## config.mk

```make
export PLATFORM = sky130hd
export DESIGN_NAME = instruction_fetch_unit
export DESIGN_NICKNAME = d
export VERILOG_FILES = /design/src/rtl/mips_pkg.sv /design/src/rtl/instruction_fetch_unit_pc_reg.sv /design/src/rtl/instruction_fetch_unit.sv
export SDC_FILE = /design/constraint.sdc
export NUM_CORES = 1
export LEC_CHECK = 0
export CAP_MARGIN = 20
export CORE_MARGIN = 3
export CORE_UTILIZATION = 45
export CTS_CLUSTER_SIZE = 16
export DETAILED_ROUTE_END_ITERATION = 16
export PLACE_DENSITY = 0.77
export SLEW_MARGIN = 20
export SYNTH_ARGS = -nofsm -noshare
export SYNTH_HDL_FRONTEND = slang
export SYNTH_SLANG_ARGS = --single-unit
```

## constraint.sdc

```tcl
create_clock -name clk -period 4.38 [get_ports clk]
set_clock_uncertainty 0.15 [all_clocks]
set_input_delay 0.876 -clock clk [delete_from_list [all_inputs] [get_ports clk]]
set_output_delay 0.876 -clock clk [all_outputs]
set_load 0.01 [all_outputs]
```

## src/rtl/mips_pkg.sv

```systemverilog
// Shared types and widths for the MIPS pipeline front end.
package mips_pkg;

   localparam int INSTR_W = 32;
   localparam int ADDR_W  = 32;
   localparam logic [INSTR_W-1:0] NOP_INSTR = 32'h0;

   typedef enum logic {
      RUN  = 1'b0,
      HALT = 1'b1
   } fetch_state_t;

endpackage

```

## src/rtl/instruction_fetch_unit_pc_reg.sv

```systemverilog
// Program counter register: load a target, advance by PC_STEP, or hold.
module pc_reg
   import mips_pkg::*;
#(
   parameter logic [ADDR_W-1:0] RESET_PC = 32'd0,
   parameter logic [ADDR_W-1:0] PC_STEP  = 32'd4
) (
   input  logic              clk,
   input  logic              reset,
   input  logic              load_i,
   input  logic              inc_i,
   input  logic [ADDR_W-1:0] load_addr_i,
   output logic [ADDR_W-1:0] pc_o,
   output logic [ADDR_W-1:0] pc_plus_step_o
);

   logic [ADDR_W-1:0] pc_q;
   logic [ADDR_W-1:0] pc_d;

   assign pc_plus_step_o = pc_q + PC_STEP;
   assign pc_o           = pc_q;

   // Load has priority so a redirect overrides any pending increment.
   always_comb begin
      pc_d = pc_q;
      if (load_i) begin
         pc_d = load_addr_i;
      end else if (inc_i) begin
         pc_d = pc_plus_step_o;
      end
   end

   always_ff @(posedge clk) begin
      if (reset) begin
         pc_q <= RESET_PC;
      end else begin
         pc_q <= pc_d;
      end
   end

endmodule

```

## src/rtl/instruction_fetch_unit.sv

```systemverilog
// Fetch stage: drives the instruction memory from the PC and fills the IF/ID
// register, with stall, redirect and end-of-program halt.
module instruction_fetch_unit
   import mips_pkg::*;
#(
   parameter logic [ADDR_W-1:0] RESET_PC = 32'd0,
   parameter logic [ADDR_W-1:0] END_ADDR = 32'd356,
   parameter logic [ADDR_W-1:0] PC_STEP  = 32'd4
) (
   input  logic               clk,
   input  logic               reset,
   input  logic               stall,
   input  logic               redirect_valid,
   input  logic [ADDR_W-1:0]  redirect_addr,
   output logic [ADDR_W-1:0]  imem_addr,
   input  logic [INSTR_W-1:0] imem_data,
   output logic               if_id_valid,
   output logic [INSTR_W-1:0] if_id_instr,
   output logic [ADDR_W-1:0]  if_id_pc,
   output logic [ADDR_W-1:0]  if_id_pc_plus4,
   output logic               halted,
   output logic               misalign_err,
   output logic [31:0]        fetch_count
);

   fetch_state_t       state_q;
   logic               valid_q;
   logic [INSTR_W-1:0] instr_q;
   logic [ADDR_W-1:0]  ifPc_q;
   logic [ADDR_W-1:0]  ifPcPlus4_q;
   logic               misalign_q;
   logic [31:0]        count_q;

   logic [ADDR_W-1:0]  pc;
   logic [ADDR_W-1:0]  pcPlusStep;
   logic [ADDR_W-1:0]  redirectTarget;
   logic               pcInc;

   assign redirectTarget = {redirect_addr[ADDR_W-1:2], 2'b00};
   assign pcInc          = !redirect_valid && !stall && (state_q == RUN);

   pc_reg #(
      .RESET_PC(RESET_PC),
      .PC_STEP (PC_STEP)
   ) u_pc_reg (
      .clk           (clk),
      .reset         (reset),
      .load_i        (redirect_valid),
      .inc_i         (pcInc),
      .load_addr_i   (redirectTarget),
      .pc_o          (pc),
      .pc_plus_step_o(pcPlusStep)
   );

   // Redirect squashes IF/ID but leaves its pc fields as they were.
   always_ff @(posedge clk) begin
      if (reset) begin
         state_q     <= RUN;
         valid_q     <= 1'b0;
         instr_q     <= NOP_INSTR;
         ifPc_q      <= '0;
         ifPcPlus4_q <= '0;
         misalign_q  <= 1'b0;
         count_q     <= '0;
      end else if (redirect_valid) begin
         valid_q <= 1'b0;
         instr_q <= NOP_INSTR;
         if (redirect_addr[1:0] != 2'b00) begin
            misalign_q <= 1'b1;
         end
         state_q <= (redirectTarget > END_ADDR) ? HALT : RUN;
      end else if (!stall) begin
         if (state_q == RUN) begin
            valid_q     <= 1'b1;
            instr_q     <= imem_data;
            ifPc_q      <= pc;
            ifPcPlus4_q <= pcPlusStep;
            count_q     <= count_q + 32'd1;
            if (pcPlusStep > END_ADDR) begin
               state_q <= HALT;
            end
         end else begin
            valid_q <= 1'b0;
            instr_q <= NOP_INSTR;
         end
      end
   end

   assign imem_addr      = pc;
   assign if_id_valid    = valid_q;
   assign if_id_instr    = instr_q;
   assign if_id_pc       = ifPc_q;
   assign if_id_pc_plus4 = ifPcPlus4_q;
   assign halted         = (state_q == HALT);
   assign misalign_err   = misalign_q;
   assign fetch_count    = count_q;

endmodule

```

# Word level (Yosys, flattened, before mapping)
# Cells that the tools add are included.
[totals]
wordCells = 35
inputBits = 68
output_inout_bits = 163
ff_bits = 163
[classes]
n_eq_ne = 1
mux = 9
n_lt_le_gt_ge = 2
n_addsub = 2
n_bitwise = 3
reduce_logical = 9
[ops]
columns = ["op", "count"]
rows = [
  ["$mux W32", 3],
  ["$gt A32 B9 Y1 const B", 2],
  ["$add A32 B1 Y32 const B", 1],
  ["$add A32 B3 Y32 const B", 1],
  ["$mux W1", 6],
  ["$reduce_bool A2 Y1", 2],
  ["$not A1 Y1", 3],
  ["$reduce_and A3 Y1", 1],
  ["$logic_and A1 B1 Y1", 2],
  ["$logic_not A1 Y1", 2],
  ["$ne A2 B1 Y1 const B", 1],
  ["$reduce_and A2 Y1", 1],
  ["$reduce_or A2 Y1", 1],
]

# Depth between registers and ports, before layout
[depth]
ltp_word = 6
mapped_depth = 10
mapped_depth_nobuf = 9

# Modules after synthesis
# A second synthesis with hierarchy kept.
[unflattened]
hier_cells = 906
hier_area_um2 = 7344.5
[by_module_without_submodules]
columns = ["mod", "cells_per_inst", "seq_area_each_um2", "instances", "area_each_um2"]
rows = [
  ["instruction_fetch_unit", 598, 2622.5, 1, 4993.5],
  ["pc_reg", 308, 640.6, 1, 2351.0],
]

# Least setup slack after synthesis
# OpenSTA, ideal clock, no wires.
[synth_timing]
path_kind = "input to register"
startpoint = "input port stall"
endpoint = "register count_q[24], in the netlist fetch_count[24]"
t_arrival_ns = 2.252
required_ns = 4.102
path_buffers = 1
slack_ns = 1.850
cell_stages = 8
setup_time_ns = 0.128
cell_sequence = "nor4b_4 > nand4_2 > nor3_2 > and3_1 > buf_2 > nand3_1 > xor2_1 > nor2_1"
[synth_via]
elab_chain_len = 2
[synth_lines]
columns = ["item", "line", "text"]
rows = [
  ["from (decl)", "instruction_fetch_unit.sv:12", "input logic stall,"],
  ["$not A1 Y1 (no source line)", "n/a", ""],
  ["$reduce_and A3 Y1 (no source line)", "n/a", ""],
  ["to (signal assigned)", "instruction_fetch_unit.sv:78", "count_q <= count_q + 32'd1;"],
  ["to (decl)", "instruction_fetch_unit.sv:32", "logic [31:0] count_q;"],
]
# Every way passes these cells.
# A chain may end at the register's enable or synchronous reset.

# Worst setup path in the final report
[layout_timing]
startpoint = "input port stall"
endpoint = "register count_q[26], in the netlist fetch_count[26]"
# The elaborated chain is that of the path after synthesis.

==> flow_summary.json <==
{
  "worst_hold_path_type": "register to register",
  "power_density_nw_per_um2": 358,
  "worst_skew_pair.late_latency_ps": 420,
  "chipWidth_um": 133,
  "fin_total_pwr_mw": 3.64,
  "critical_path_cell_by_cell": "clkdlybuf4s50_1, nor4b_4, nand4_2, nor3_2, and3_1, nand3_1, xor2_1, nor2_1",
  "period_share": 0.696,
  "synthDominantAreaCellType": "sky130_fd_sc_hd__dfxtp_1",
  "flow.area_growth_from_synthesis_pct": 40.0,
  "routabilityCongestion": 0.829,
  "syn_area_per_cell_um2": 8.22,
  "worst_path_dominant_cell_family": "simple AND/OR/NAND/NOR gates",
  "clock_tree.root_cell": "sky130_fd_sc_hd__clkbuf_16",
  "avgRoutedWirePerCell_um": 16.3,
  "timing.setup.critical_path_class": "input pin to register",
  "internal_power_mw": 2.78,
  "number_of_cell_rows": 45,
  "cts.repair.resized": 0,
  "worstPathRequired_ps": 4510,
  "final.setup.tns_ps": 0,
  "power_switching_share": 0.234,
  "synth_largest_type_area_fraction": 0.433,
  "global_route_total_overflow": 0,
  "critical_path_s_largest_stage_delay_ps": 620,
  "final_util": 0.656,
  "clock_tree.buffer_depth": 2,
  "cts.sinks": 157,
  "clockPowerShare": 0.470,
  "ir_worst_vdd_v": 0.000275,
  "design.final.nets": 1128,
  "grt_pass1_vias": 6348,
  "drv_cap": 0,
  "syn-instance-count": 882,
  "synth.cell_area_um2": 7250,
  "drt_iter0_drc": 374,
  "die_height_um": 133,
  "number_of_h_tree_levels": 4,
  "r2r_start": "u_pc_reg.pc_o[2]",
  "place_hpwl_um": 14600,
  "number_of_buffers_and_inverters_on_the_critical_path": 1,
  "first_pass_grt_wire_length_um": 33300,
  "grt.total_usage": 0.232,
  "initial_utilization": 0.468,
  "setup-violations-final": 0,
  "cts-buffers-inserted": 17,
  "yosys_warnings": 0,
  "post_cts_setup_repair_buffer_count": 0,
  "detailedRoute.firstPassIterationCount": 5,
  "detail_route.vias_per_cell": 5.26,
  "post_cts_hold_buffer_count": 0,
  "min_period_ps": 3050,
  "slew_viol_final": 0,
  "netSwitchingPower_mw": 0.853,
  "yosysSeqAreaShare": 0.433,
  "combPwrFrac": 0.107,
  "outcome": "complete, no violations",
  "worst_slew_pin_slew_ps": 910,
  "crit_slowest_cell": "sky130_fd_sc_hd__clkdlybuf4s50_1",
  "synth.ff_latch_count": 157,
  "antenna_found_initial": 1,
  "clk_transition_reported_paths_ps": 60,
  "design.core.area_um2": 15500,
  "seqPwrFrac": 0.423,
  "final_common_cell": "sky130_fd_sc_hd__clkdlybuf4s50_1",
  "ios": 231,
  "startpoint_type": "input pin",
  "leakage_power_total_nw": 3.51,
  "critPathMaxFanout": 8,
  "synth_cell_type_count": 56,
  "port_buffers": 224,
  "largest_cells_by_area_after_synthesis": "sky130_fd_sc_hd__dfxtp_1 43%, sky130_fd_sc_hd__nor2_1 7.8%, sky130_fd_sc_hd__xnor2_1 5.8%, sky130_fd_sc_hd__nand2_1 5.3%, sky130_fd_sc_hd__a21oi_1 4.5%",
  "layout-drive-gt1-share": 0.0589,
  "post_synth_top_flop": "sky130_fd_sc_hd__dfxtp_1",
  "hold-worst-slack_ps": 303,
  "final_hold_viol_count": 0,
  "critical_path_arrival_ps": 3180,
  "num_antenna_cells": 0,
  "detailroute.via_count": 6742,
  "wirelength_um": 20900,
  "asyncSetResetFlopFracSynth": 0,
  "pin_count_of_the_biggest_net_entering_global_routing": 92,
  "route.detailed.drc": 0,
  "timing.critical_path.from": "stall",
  "cp-end-kind": "register",
  "relSlewSlack": 0.393,
  "final_cell_mix": "222 x sky130_fd_sc_hd__clkdlybuf4s50_1, 157 x sky130_fd_sc_hd__dfxtp_1, 149 x sky130_fd_sc_hd__nor2_1, 102 x sky130_fd_sc_hd__nand2_1, 65 x sky130_fd_sc_hd__a21oi_1",
  "synth_edf_count": 0,
  "setup_repair_after_global_routing_missed_its_margin": "false",
  "area_enclosed_by_the_die_boundary_um2": 17700,
  "drt.antenna.violating_nets": 0,
  "cts_tree": "yes",
  "startpoint_of_the_tightest_hold_check_path": "if_id_pc[10]",
  "fmaxAchievable_mhz": 328
}
==> per-stage QoR <==
step | area (um^2) | setup slack, ps | cells
2_1_floorplan | 7270 | 1850 | 887
3_3_place_gp | 9460 | 978 | 1249
3_5_place_dp | 9460 | 882 | 1249
4_1_cts | 10100 | 1310 | 1281
5_1_grt | 10100 | 1150 | 1281
6_report | 10100 | 1330 | 1281
==> power groups by stage <==
stage	Combinational (mW)	Clock, mW	Sequential, mW
floorplan	0.202	0	1.56
global placement	0.385	0	1.57
detailed placement	0.388	0	1.57
CTS	0.391	1.73	1.54
global route	0.421	1.80	1.55
finish	0.389	1.71	1.54
==> worst reg2reg max path, cell delays in order, from the launching register on <==
cell                       delay (ps)
sky130_fd_sc_hd__dfxtp_1          520
sky130_fd_sc_hd__ha_1             370
sky130_fd_sc_hd__nand3_1          270
sky130_fd_sc_hd__or2_1            470
sky130_fd_sc_hd__nor4_4           450
sky130_fd_sc_hd__a31o_1           230
sky130_fd_sc_hd__nand4b_1         120
sky130_fd_sc_hd__o31a_1           250
==> path summary, 6_finish.rpt <==
check | slack, ps | end | cells past startpoint
worst max register to register | 1450 | halted | 7
worst min register to register | 300 | if_id_pc[10] | 2
worst min-delay path | 300 | if_id_pc[10] | 2
worst max-delay path | 1330 | fetch_count[26] | 8
==> cell usage after synthesis, drive strengths merged (3+ instances only) <==
| master | n |
|---|---|
| nor2b | 5 |
| nor3 | 23 |
| nand4 | 19 |
| xnor2 | 48 |
| and4 | 5 |
| o21ai | 15 |
| nor4 | 8 |
| or2 | 6 |
| ha | 3 |
| a211oi | 28 |
| nor2 | 152 |
| and3 | 9 |
| nand2 | 102 |
| a21oi | 65 |
| inv | 9 |
| dfxtp | 157 |
| mux2i | 9 |
| or3 | 11 |
| clkbuf | 41 |
| and2 | 4 |
| xor2 | 35 |
| buf | 40 |
| a22oi | 34 |
| nand3 | 29 |
==> layout make-up <==
type,instances,area [um^2]
clock buffer,20,457
tap,211,264
sequential,157,3140
fill,1330,5330
clock inverter,12,233
multi-input combinational,640,3720
inverter,9,33.8
timing repair buffer,232,2290
==> metal layers <==
metal	wire, um	part of all wire	global-route usage	up-vias
li1	-	-	-	3344
met1	9190	0.44	0.305	3180
met2	10100	0.48	0.375	190
met3	1300	0.062	0.0559	26
met4	356	0.017	0.0745	2
met5	11	0.00053	0	-
==> logic make-up (layout without fill, tap and decap cells) <==
kind of cell,count (synthesis),count (layout),synth area share
muxes,9,9,0.0124
adders and majority gates,3,3,0.00518
DFF,157,157,0.433
AOI/OAI and AO/OA,156,156,0.136
and+or+nand+nor,383,383,0.255
buffers and inverters,90,273,0.0571
xor gates and xnor gates,83,83,0.100
other,1,6,0.000517
==> flip-flops by register name, indices dropped and copies added (netlist names) <==
name,count
if_id_pc,30
fetch_count,32
halted,1
if_id_instr,32
if_id_valid,1
u_pc_reg.pc_o,30
misalign_err,1
if_id_pc_plus4,30
Power figures use the tool's default switching activity.
